[src/rtl/r4_fft_pkg.sv]
// Shared types and helpers for the sequential radix-4 butterfly frame controller.
package r4_fft_pkg;

    // Number of samples (and bins) in one radix-4 frame.
    localparam int BIN_COUNT = 4;

    // Controller states.
    typedef enum logic [2:0] {
        S_LOAD    = 3'd0,
        S_SETUP   = 3'd1,
        S_WAIT    = 3'd2,
        S_CAPTURE = 3'd3,
        S_DRAIN   = 3'd4
    } state_t;

    // Butterfly bin select {c3,c2,c1}: one-hot for bins 1..3, all zero for bin 0.
    function automatic logic [2:0] bin_to_c(input logic [1:0] bin);
        case (bin)
            2'd0:    return 3'b000;
            2'd1:    return 3'b001;
            2'd2:    return 3'b010;
            default: return 3'b100;
        endcase
    endfunction

endpackage

[src/rtl/r4_frame_buf.sv]
// Four-entry register file holding one frame of complex samples {im, re}.
// One write port, one asynchronous read port, plus a flat view of all entries.
module r4_frame_buf
    import r4_fft_pkg::*;
#(
    parameter int DW = 4
) (
    input  logic                       clk,
    input  logic                       rst,
    input  logic                       we,
    input  logic [1:0]                 waddr,
    input  logic [2*DW-1:0]            wdata,
    input  logic [1:0]                 raddr,
    output logic [2*DW-1:0]            rdata,
    output logic [BIN_COUNT*2*DW-1:0]  flat
);

    logic [2*DW-1:0] mem [BIN_COUNT];

    // Storage: cleared by reset, otherwise written one entry per enabled cycle.
    always_ff @(posedge clk) begin
        if (rst) begin
            for (int i = 0; i < BIN_COUNT; i++) begin
                mem[i] <= '0;
            end
        end else if (we) begin
            mem[waddr] <= wdata;
        end
    end

    assign rdata = mem[raddr];

    // Flat view: entry i occupies bits [i*2*DW +: 2*DW].
    always_comb begin
        flat = '0;
        for (int i = 0; i < BIN_COUNT; i++) begin
            flat[i*2*DW +: 2*DW] = mem[i];
        end
    end

endmodule

[src/rtl/r4_fft_seq.sv]
// Sequential radix-4 frame controller: loads four samples, steps an external
// butterfly through bins 0..3, captures each result, then drains them in order.
//
// Handshakes: a transfer happens on a rising edge where valid and ready are both
// high. The producer holds valid and data until that edge; ready may be
// asserted independently of valid. out_valid, out_re/out_im and out_bin stay
// unchanged while out_ready is low.
module r4_fft_seq
    import r4_fft_pkg::*;
#(
    parameter int DW     = 4,
    parameter int BF_LAT = 1
) (
    input  logic            CLK,
    input  logic            RST,
    input  logic            in_valid,
    output logic            in_ready,
    input  logic [DW-1:0]   in_re,
    input  logic [DW-1:0]   in_im,
    output logic [4*DW-1:0] bf_xr,
    output logic [4*DW-1:0] bf_xi,
    output logic [2:0]      bf_c,
    input  logic [DW-1:0]   bf_xro,
    input  logic [DW-1:0]   bf_xio,
    output logic            out_valid,
    input  logic            out_ready,
    output logic [DW-1:0]   out_re,
    output logic [DW-1:0]   out_im,
    output logic [1:0]      out_bin,
    output logic            busy,
    output logic            frame_done,
    output logic [7:0]      frame_cnt
);

    // Last value of the wait counter; WAIT is skipped entirely when BF_LAT is 0.
    localparam logic [2:0] LAT_LAST = 3'((BF_LAT > 0) ? (BF_LAT - 1) : 0);

    state_t     state;
    logic [1:0] ld_idx;
    logic [1:0] bin;
    logic [1:0] out_idx;
    logic [2:0] lat_cnt;

    logic                       in_fire;
    logic                       res_we;
    logic [2*DW-1:0]            res_rd;
    logic [2*DW-1:0]            op_rd;
    logic [BIN_COUNT*2*DW-1:0]  op_flat;
    logic [BIN_COUNT*2*DW-1:0]  res_flat;
    logic                       unused_sink;

    // in_ready is high only in LOAD, so a fire also implies the LOAD state.
    assign in_fire = in_valid & in_ready;
    assign res_we  = (state == S_CAPTURE);

    // Operand store: written by input handshakes, read as a whole by the butterfly.
    r4_frame_buf #(.DW(DW)) u_op_buf (
        .clk   (CLK),
        .rst   (RST),
        .we    (in_fire),
        .waddr (ld_idx),
        .wdata ({in_im, in_re}),
        .raddr (2'd0),
        .rdata (op_rd),
        .flat  (op_flat)
    );

    // Result store: written once per bin in CAPTURE, read by the drain index.
    r4_frame_buf #(.DW(DW)) u_res_buf (
        .clk   (CLK),
        .rst   (RST),
        .we    (res_we),
        .waddr (bin),
        .wdata ({bf_xio, bf_xro}),
        .raddr (out_idx),
        .rdata (res_rd),
        .flat  (res_flat)
    );

    // Only one port of each buffer is needed here.
    assign unused_sink = ^{op_rd, res_flat};

    // Operand slot g drives lane g of the butterfly buses.
    for (genvar g = 0; g < BIN_COUNT; g++) begin : g_lane
        assign bf_xr[g*DW +: DW] = op_flat[g*2*DW      +: DW];
        assign bf_xi[g*DW +: DW] = op_flat[g*2*DW + DW +: DW];
    end

    assign {out_im, out_re} = res_rd;
    assign out_bin          = out_idx;

    // Frame sequencer with registered handshake, status and bin-select outputs.
    always_ff @(posedge CLK) begin
        if (RST) begin
            state      <= S_LOAD;
            ld_idx     <= 2'd0;
            bin        <= 2'd0;
            out_idx    <= 2'd0;
            lat_cnt    <= 3'd0;
            in_ready   <= 1'b1;
            busy       <= 1'b0;
            out_valid  <= 1'b0;
            frame_done <= 1'b0;
            frame_cnt  <= 8'd0;
            bf_c       <= 3'b000;
        end else begin
            frame_done <= 1'b0;
            case (state)
                S_LOAD: begin
                    if (in_fire) begin
                        ld_idx <= ld_idx + 2'd1;
                        if (ld_idx == 2'd3) begin
                            state    <= S_SETUP;
                            bin      <= 2'd0;
                            in_ready <= 1'b0;
                            busy     <= 1'b1;
                            bf_c     <= bin_to_c(2'd0);
                        end
                    end
                end
                S_SETUP: begin
                    lat_cnt <= 3'd0;
                    state   <= (BF_LAT == 0) ? S_CAPTURE : S_WAIT;
                end
                S_WAIT: begin
                    if (lat_cnt == LAT_LAST) begin
                        state <= S_CAPTURE;
                    end else begin
                        lat_cnt <= lat_cnt + 3'd1;
                    end
                end
                S_CAPTURE: begin
                    if (bin == 2'd3) begin
                        state   <= S_DRAIN;
                        out_idx <= 2'd0;
                        bf_c    <= 3'b000;
                    end else begin
                        bin   <= bin + 2'd1;
                        bf_c  <= bin_to_c(bin + 2'd1);
                        state <= S_SETUP;
                    end
                end
                S_DRAIN: begin
                    // First DRAIN cycle only raises out_valid; results then
                    // advance on each accepted transfer.
                    if (!out_valid) begin
                        out_valid <= 1'b1;
                    end else if (out_ready) begin
                        if (out_idx == 2'd3) begin
                            out_valid  <= 1'b0;
                            frame_done <= 1'b1;
                            frame_cnt  <= frame_cnt + 8'd1;
                            ld_idx     <= 2'd0;
                            in_ready   <= 1'b1;
                            busy       <= 1'b0;
                            state      <= S_LOAD;
                        end else begin
                            out_idx <= out_idx + 2'd1;
                        end
                    end
                end
                default: begin
                    state <= S_LOAD;
                end
            endcase
        end
    end

endmodule

[config.mk]
export PLATFORM = sky130hd
export DESIGN_NAME = r4_fft_seq
export DESIGN_NICKNAME = d
export VERILOG_FILES = /design/src/rtl/r4_fft_pkg.sv /design/src/rtl/r4_frame_buf.sv /design/src/rtl/r4_fft_seq.sv
export SDC_FILE = /design/constraint.sdc
export NUM_CORES = 1
export LEC_CHECK = 0
export CORE_MARGIN = 3
export CORE_UTILIZATION = 52
export CTS_CLUSTER_SIZE = 28
export DETAILED_ROUTE_END_ITERATION = 10
export GPL_TIMING_DRIVEN = 0
export PLACE_DENSITY = 0.8
export SYNTH_ARGS = -nofsm -noshare
export SYNTH_HDL_FRONTEND = slang
export SYNTH_SLANG_ARGS = --single-unit
[constraint.sdc]
create_clock -name CLK -period 2.65 [get_ports CLK]
set_clock_uncertainty 0.15 [all_clocks]
set_input_delay 0.3975 -clock CLK [delete_from_list [all_inputs] [get_ports CLK]]
set_output_delay 0.3975 -clock CLK [all_outputs]
set_load 0.02 [all_outputs]
==> impl_metrics.xml <==
<?xml version="1.0" encoding="UTF-8"?>
<metrics>
  <group name="grt">
    <metric name="first_global_vias" unit="">2630</metric>
    <metric name="grt_start_max_net_pins" unit="">16</metric>
    <metric name="grt.overflow.total" unit="">0</metric>
    <metric name="gr-usage-all-layers" unit="">0.200</metric>
    <metric name="antenna_found_initial" unit="">0</metric>
    <metric name="grt_first_pass_wirelength" unit="um">13300</metric>
  </group>
  <group name="worst_setup_path">
    <metric name="timing.critical_path.from_type" unit="">register</metric>
    <metric name="worst-endpoint-required" unit="ns">2.10</metric>
    <metric name="crit_cells" unit="">3</metric>
    <metric name="crit_arrival" unit="ns">2.01</metric>
    <metric name="criticalPathCategory" unit="">register to output port</metric>
    <metric name="rr_startpoint" unit="">state[0]$_SDFFE_PP0P_</metric>
    <metric name="r2r_cells" unit="">4</metric>
    <metric name="setup.worst_path.end_class" unit="">output port</metric>
    <metric name="setup.reg_to_reg.worst_slack" unit="ns">0.30</metric>
    <metric name="cell_breakdown_of_the_critical_path" unit="">buf_1 -&gt; mux4_2 -&gt; clkdlybuf4s50_1</metric>
    <metric name="critPathTopFamily" unit="">buffers and inverters</metric>
    <metric name="maximum_cell_stage_delay_along_the_critical_path" unit="ns">0.55</metric>
    <metric name="r2r_end" unit="">u_res_buf.mem[1][0]$_SDFFCE_PN0P_</metric>
    <metric name="crit_path_end" unit="">out_im[3]</metric>
    <metric name="critical_path.max_fanout" unit="">8</metric>
    <metric name="critPathBufInv" unit="">2</metric>
    <metric name="cp_slowest_cell" unit="">clkdlybuf4s50_1</metric>
  </group>
  <group name="logic_synthesis">
    <metric name="simple_logic_cell_fraction_of_the_synthesized_area" unit="">0.202</metric>
    <metric name="synthDominantAreaCellType" unit="">edfxtp_1</metric>
    <metric name="synthTopCellsByArea" unit="">edfxtp_1 48%, dfxtp_1 15%, and2_1 10%</metric>
    <metric name="ys.warnings.count" unit="">0</metric>
    <metric name="yosysUniqueCellTypes" unit="">39</metric>
    <metric name="synth_compound_gate_area_share" unit="">0.0564</metric>
    <metric name="synth_top_family_by_area" unit="">simple AND/OR/NAND/NOR gates</metric>
    <metric name="synth_cells" unit="">322</metric>
    <metric name="synth-xor-area-share" unit="">0.0176</metric>
    <metric name="synth_adder_area_share" unit="">0.0282</metric>
    <metric name="avg_inst_size_synth" unit="um^2">12.4</metric>
    <metric name="yosys_register_bits" unit="">93</metric>
    <metric name="synth.yosys.seq_area_share" unit="">0.627</metric>
    <metric name="mappedNetlistArea" unit="um^2">3990</metric>
    <metric name="mappedNetlistNets" unit="">351</metric>
    <metric name="synthMuxAreaShare" unit="">0.0480</metric>
    <metric name="synthDominantCellAreaShare" unit="">0.482</metric>
  </group>
  <group name="power_and_ir_drop">
    <metric name="irDropWorstVdd" unit="V">0.000248</metric>
    <metric name="leakage" unit="uW">0.00180</metric>
    <metric name="total_power" unit="uW">2970</metric>
    <metric name="power_per_cell_area" unit="nW/um^2">585</metric>
  </group>
  <group name="cts">
    <metric name="clock_path_buffers" unit="">2</metric>
    <metric name="postCtsHoldBufs" unit="">0</metric>
    <metric name="cts_resized" unit="">1</metric>
    <metric name="cts_made_buffers" unit="">9</metric>
    <metric name="cts_setup_buffers" unit="">0</metric>
    <metric name="clk_pin_slew" unit="ns">0.09</metric>
    <metric name="h-tree-depth" unit="">3</metric>
    <metric name="tritoncts_clock_tree" unit="">built</metric>
    <metric name="worst_skew_pair_latency" unit="ns">0.35</metric>
    <metric name="root_buffer" unit="">clkbuf_8</metric>
    <metric name="clkSinkCount" unit="">93</metric>
  </group>
  <group name="die">
    <metric name="fp.dieH" unit="um">93.6</metric>
    <metric name="start_util" unit="">0.544</metric>
    <metric name="die_width" unit="um">93.6</metric>
    <metric name="rows" unit="">31</metric>
    <metric name="placeableCoreArea" unit="um^2">7330</metric>
    <metric name="design.die.area" unit="um^2">8760</metric>
    <metric name="pin_count" unit="">77</metric>
  </group>
  <group name="place">
    <metric name="dp_hpwl" unit="um">5880</metric>
    <metric name="dpl-instance-area" unit="um^2">4870</metric>
    <metric name="globalplace.congestion" unit="">0.810</metric>
    <metric name="port_buffers" unit="">76</metric>
  </group>
  <group name="final_layout">
    <metric name="fraction_of_layout_instances_using_a_drive_strength_above_1" unit="">0.0896</metric>
    <metric name="finish.instance_area" unit="um^2">5080</metric>
    <metric name="nets" unit="">437</metric>
    <metric name="insertedDiodeCount" unit="">0</metric>
    <metric name="flow.area_growth_from_synthesis" unit="%">27.2</metric>
  </group>
  <group name="routing">
    <metric name="drt-vias-per-instance" unit="">5.41</metric>
    <metric name="via_count" unit="">2771</metric>
    <metric name="drt-wirelength-per-cell" unit="um">16.2</metric>
    <metric name="final_antenna_net_count" unit="">0</metric>
    <metric name="finalWirelength" unit="um">8300</metric>
    <metric name="drc" unit="">0</metric>
    <metric name="drt_iter0_drc" unit="">166</metric>
    <metric name="first_pass_iters" unit="">4</metric>
  </group>
  <group name="sta">
    <metric name="final.min_clock_period" unit="ns">2.56</metric>
    <metric name="achievable-frequency" unit="MHz">390</metric>
    <metric name="timing.final.max_slew_violations" unit="">0</metric>
    <metric name="hold_viol_final" unit="">0</metric>
    <metric name="finalSetupViolCount" unit="">0</metric>
    <metric name="worst-slew-pin-transition" unit="ns">1.22</metric>
    <metric name="grt_setup_unrepaired" unit="">no</metric>
    <metric name="final_min_period_over_clock_period" unit="">0.967</metric>
    <metric name="timing.max_slew.rel_slack" unit="">0.177</metric>
  </group>
  <group name="min_path">
    <metric name="worstHoldPathType" unit="">register to register</metric>
  </group>
  <group name="status">
    <metric name="outcome" unit="">finished, final reports clean</metric>
  </group>
  <group name="job">
    <metric name="maxCapViolCount" unit="">0</metric>
  </group>
</metrics>
[routing by layer]
metal | wire, um | share of wire | track usage | up-vias
li1 | - | - | - | 1327
met1 | 3620 | 0.44 | 0.272 | 1355
met2 | 4190 | 0.50 | 0.329 | 81
met3 | 402 | 0.048 | 0.0434 | 8
met4 | 94 | 0.011 | 0.0493 | 0
met5 | 0 | 0 | 0 | -
[cells by family after synthesis]
family	after synthesis
XOR/XNOR	8
flip-flops	93
AND/OR/NAND/NOR	144
buffers and inverters	22
adder cells (fa/ha/maj)	9
multiplexers	9
AO/OA/AOI/OAI	37
[power breakdown]
group	total, uW	switching, uW	internal, uW
Combinational	380	218	162
Clock	930	491	439
Sequential	1660	34.6	1630
Total	2970	744	2230
[flip-flops by register name, summed over array words and instances (netlist names), 3 cells and up, named ones only]
signal and cells:
u_op_buf.mem 32, frame_cnt 8, lat_cnt 3, state 3, u_res_buf.mem 32, bf_c 3
[synthesized netlist by cell type]
| cell | instances |
|---|---|
| and2_1 | 64 |
| o31ai_1 | 1 |
| a311oi_1 | 2 |
| dfxtp_1 | 29 |
| or3_1 | 1 |
| a21oi_1 | 11 |
| and3b_1 | 1 |
| nor4_1 | 2 |
| mux4_2 | 8 |
| nand4b_1 | 1 |
| ha_1 | 9 |
| nand2b_1 | 1 |
| buf_2 | 1 |
| buf_1 | 2 |
| inv_1 | 10 |
| a31oi_1 | 4 |
| a31o_2 | 2 |
| edfxtp_1 | 64 |
| or2_2 | 4 |
| nand4bb_1 | 1 |
| or3_4 | 1 |
| nor2b_1 | 1 |
| o21ai_0 | 12 |
| or2_1 | 1 |
| and3_1 | 1 |
| or4b_2 | 1 |
| nand3_1 | 9 |
| mux2_2 | 1 |
| clkbuf_1 | 9 |
| nor2_1 | 18 |
| nor3_1 | 17 |
| or3b_1 | 1 |
| o21ba_2 | 1 |
| xnor2_1 | 8 |
| nand4_1 | 3 |
| nand2_1 | 16 |
| o32ai_1 | 1 |
| o21a_1 | 2 |
| a2111oi_0 | 1 |
[per-stage QoR]
stage / hold WS, ns / utilization / setup slack [ns] / setup TNS, ns / std cells
after floorplan: 0.303 / - / 0.728 / 0 / 322
after global placement: 0.327 / 0.665 / -0.238 / -5.10 / 497
after detailed placement: 0.336 / 0.665 / -0.269 / -6.18 / 497
after CTS: 0.352 / 0.691 / 0.0302 / 0 / 512
after global routing: 0.380 / 0.693 / 0.00353 / 0 / 512
final: 0.348 / 0.693 / 0.0875 / 0 / 512
[how the worst min path moves through the flow]
| stage | end | startpoint | slack, ns | cells after the start |
|---|---|---|---|---|
| floorplan | lat_cnt[0]$_SDFFE_PP0P_ | lat_cnt[0]$_SDFFE_PP0P_ | 0.30 | 1 |
| global placement | lat_cnt[0]$_SDFFE_PP0P_ | lat_cnt[0]$_SDFFE_PP0P_ | 0.33 | 1 |
| detailed placement | busy$_SDFFE_PP0P_ | busy$_SDFFE_PP0P_ | 0.34 | 2 |
| CTS | bf_c[1]$_SDFFE_PP0P_ | bf_c[1]$_SDFFE_PP0P_ | 0.35 | 2 |
| global route | busy$_SDFFE_PP0P_ | busy$_SDFFE_PP0P_ | 0.38 | 2 |
| finish | bf_c[1]$_SDFFE_PP0P_ | bf_c[1]$_SDFFE_PP0P_ | 0.35 | 2 |
[placed cells by master (no fill, tap or decap), types with 9 or more instances in the layout]
cell type	synthesis	layout
and2_1	64	64
a21oi_1	11	11
nor2_1	18	18
ha_1	9	9
edfxtp_1	64	64
clkbuf_1	9	10
inv_1	10	10
o21ai_0	12	12
clkbuf_8	0	9
clkdlybuf4s50_1	0	76
nand3_1	9	9
dfxtp_1	29	28
nor3_1	17	14
nand2_1	16	16
[worst reg2reg max path, stage by stage (launching register included)]
cell	delay, ns
dfxtp_1	0.41
buf_1	0.35
nand3_1	0.28
nor3_2	0.51
or2_2	0.36
[area by class of cell]
type	count	area (um^2)
sequential	93	2500
fill	521	2250
multi-input combinational	207	1420
timing repair buffer	76	761
clock buffer	11	131
tap	99	124
clock inverter	5	58.8
buffer	11	42.5
inverter	10	37.5
Power figures use the tool's default switching activity.
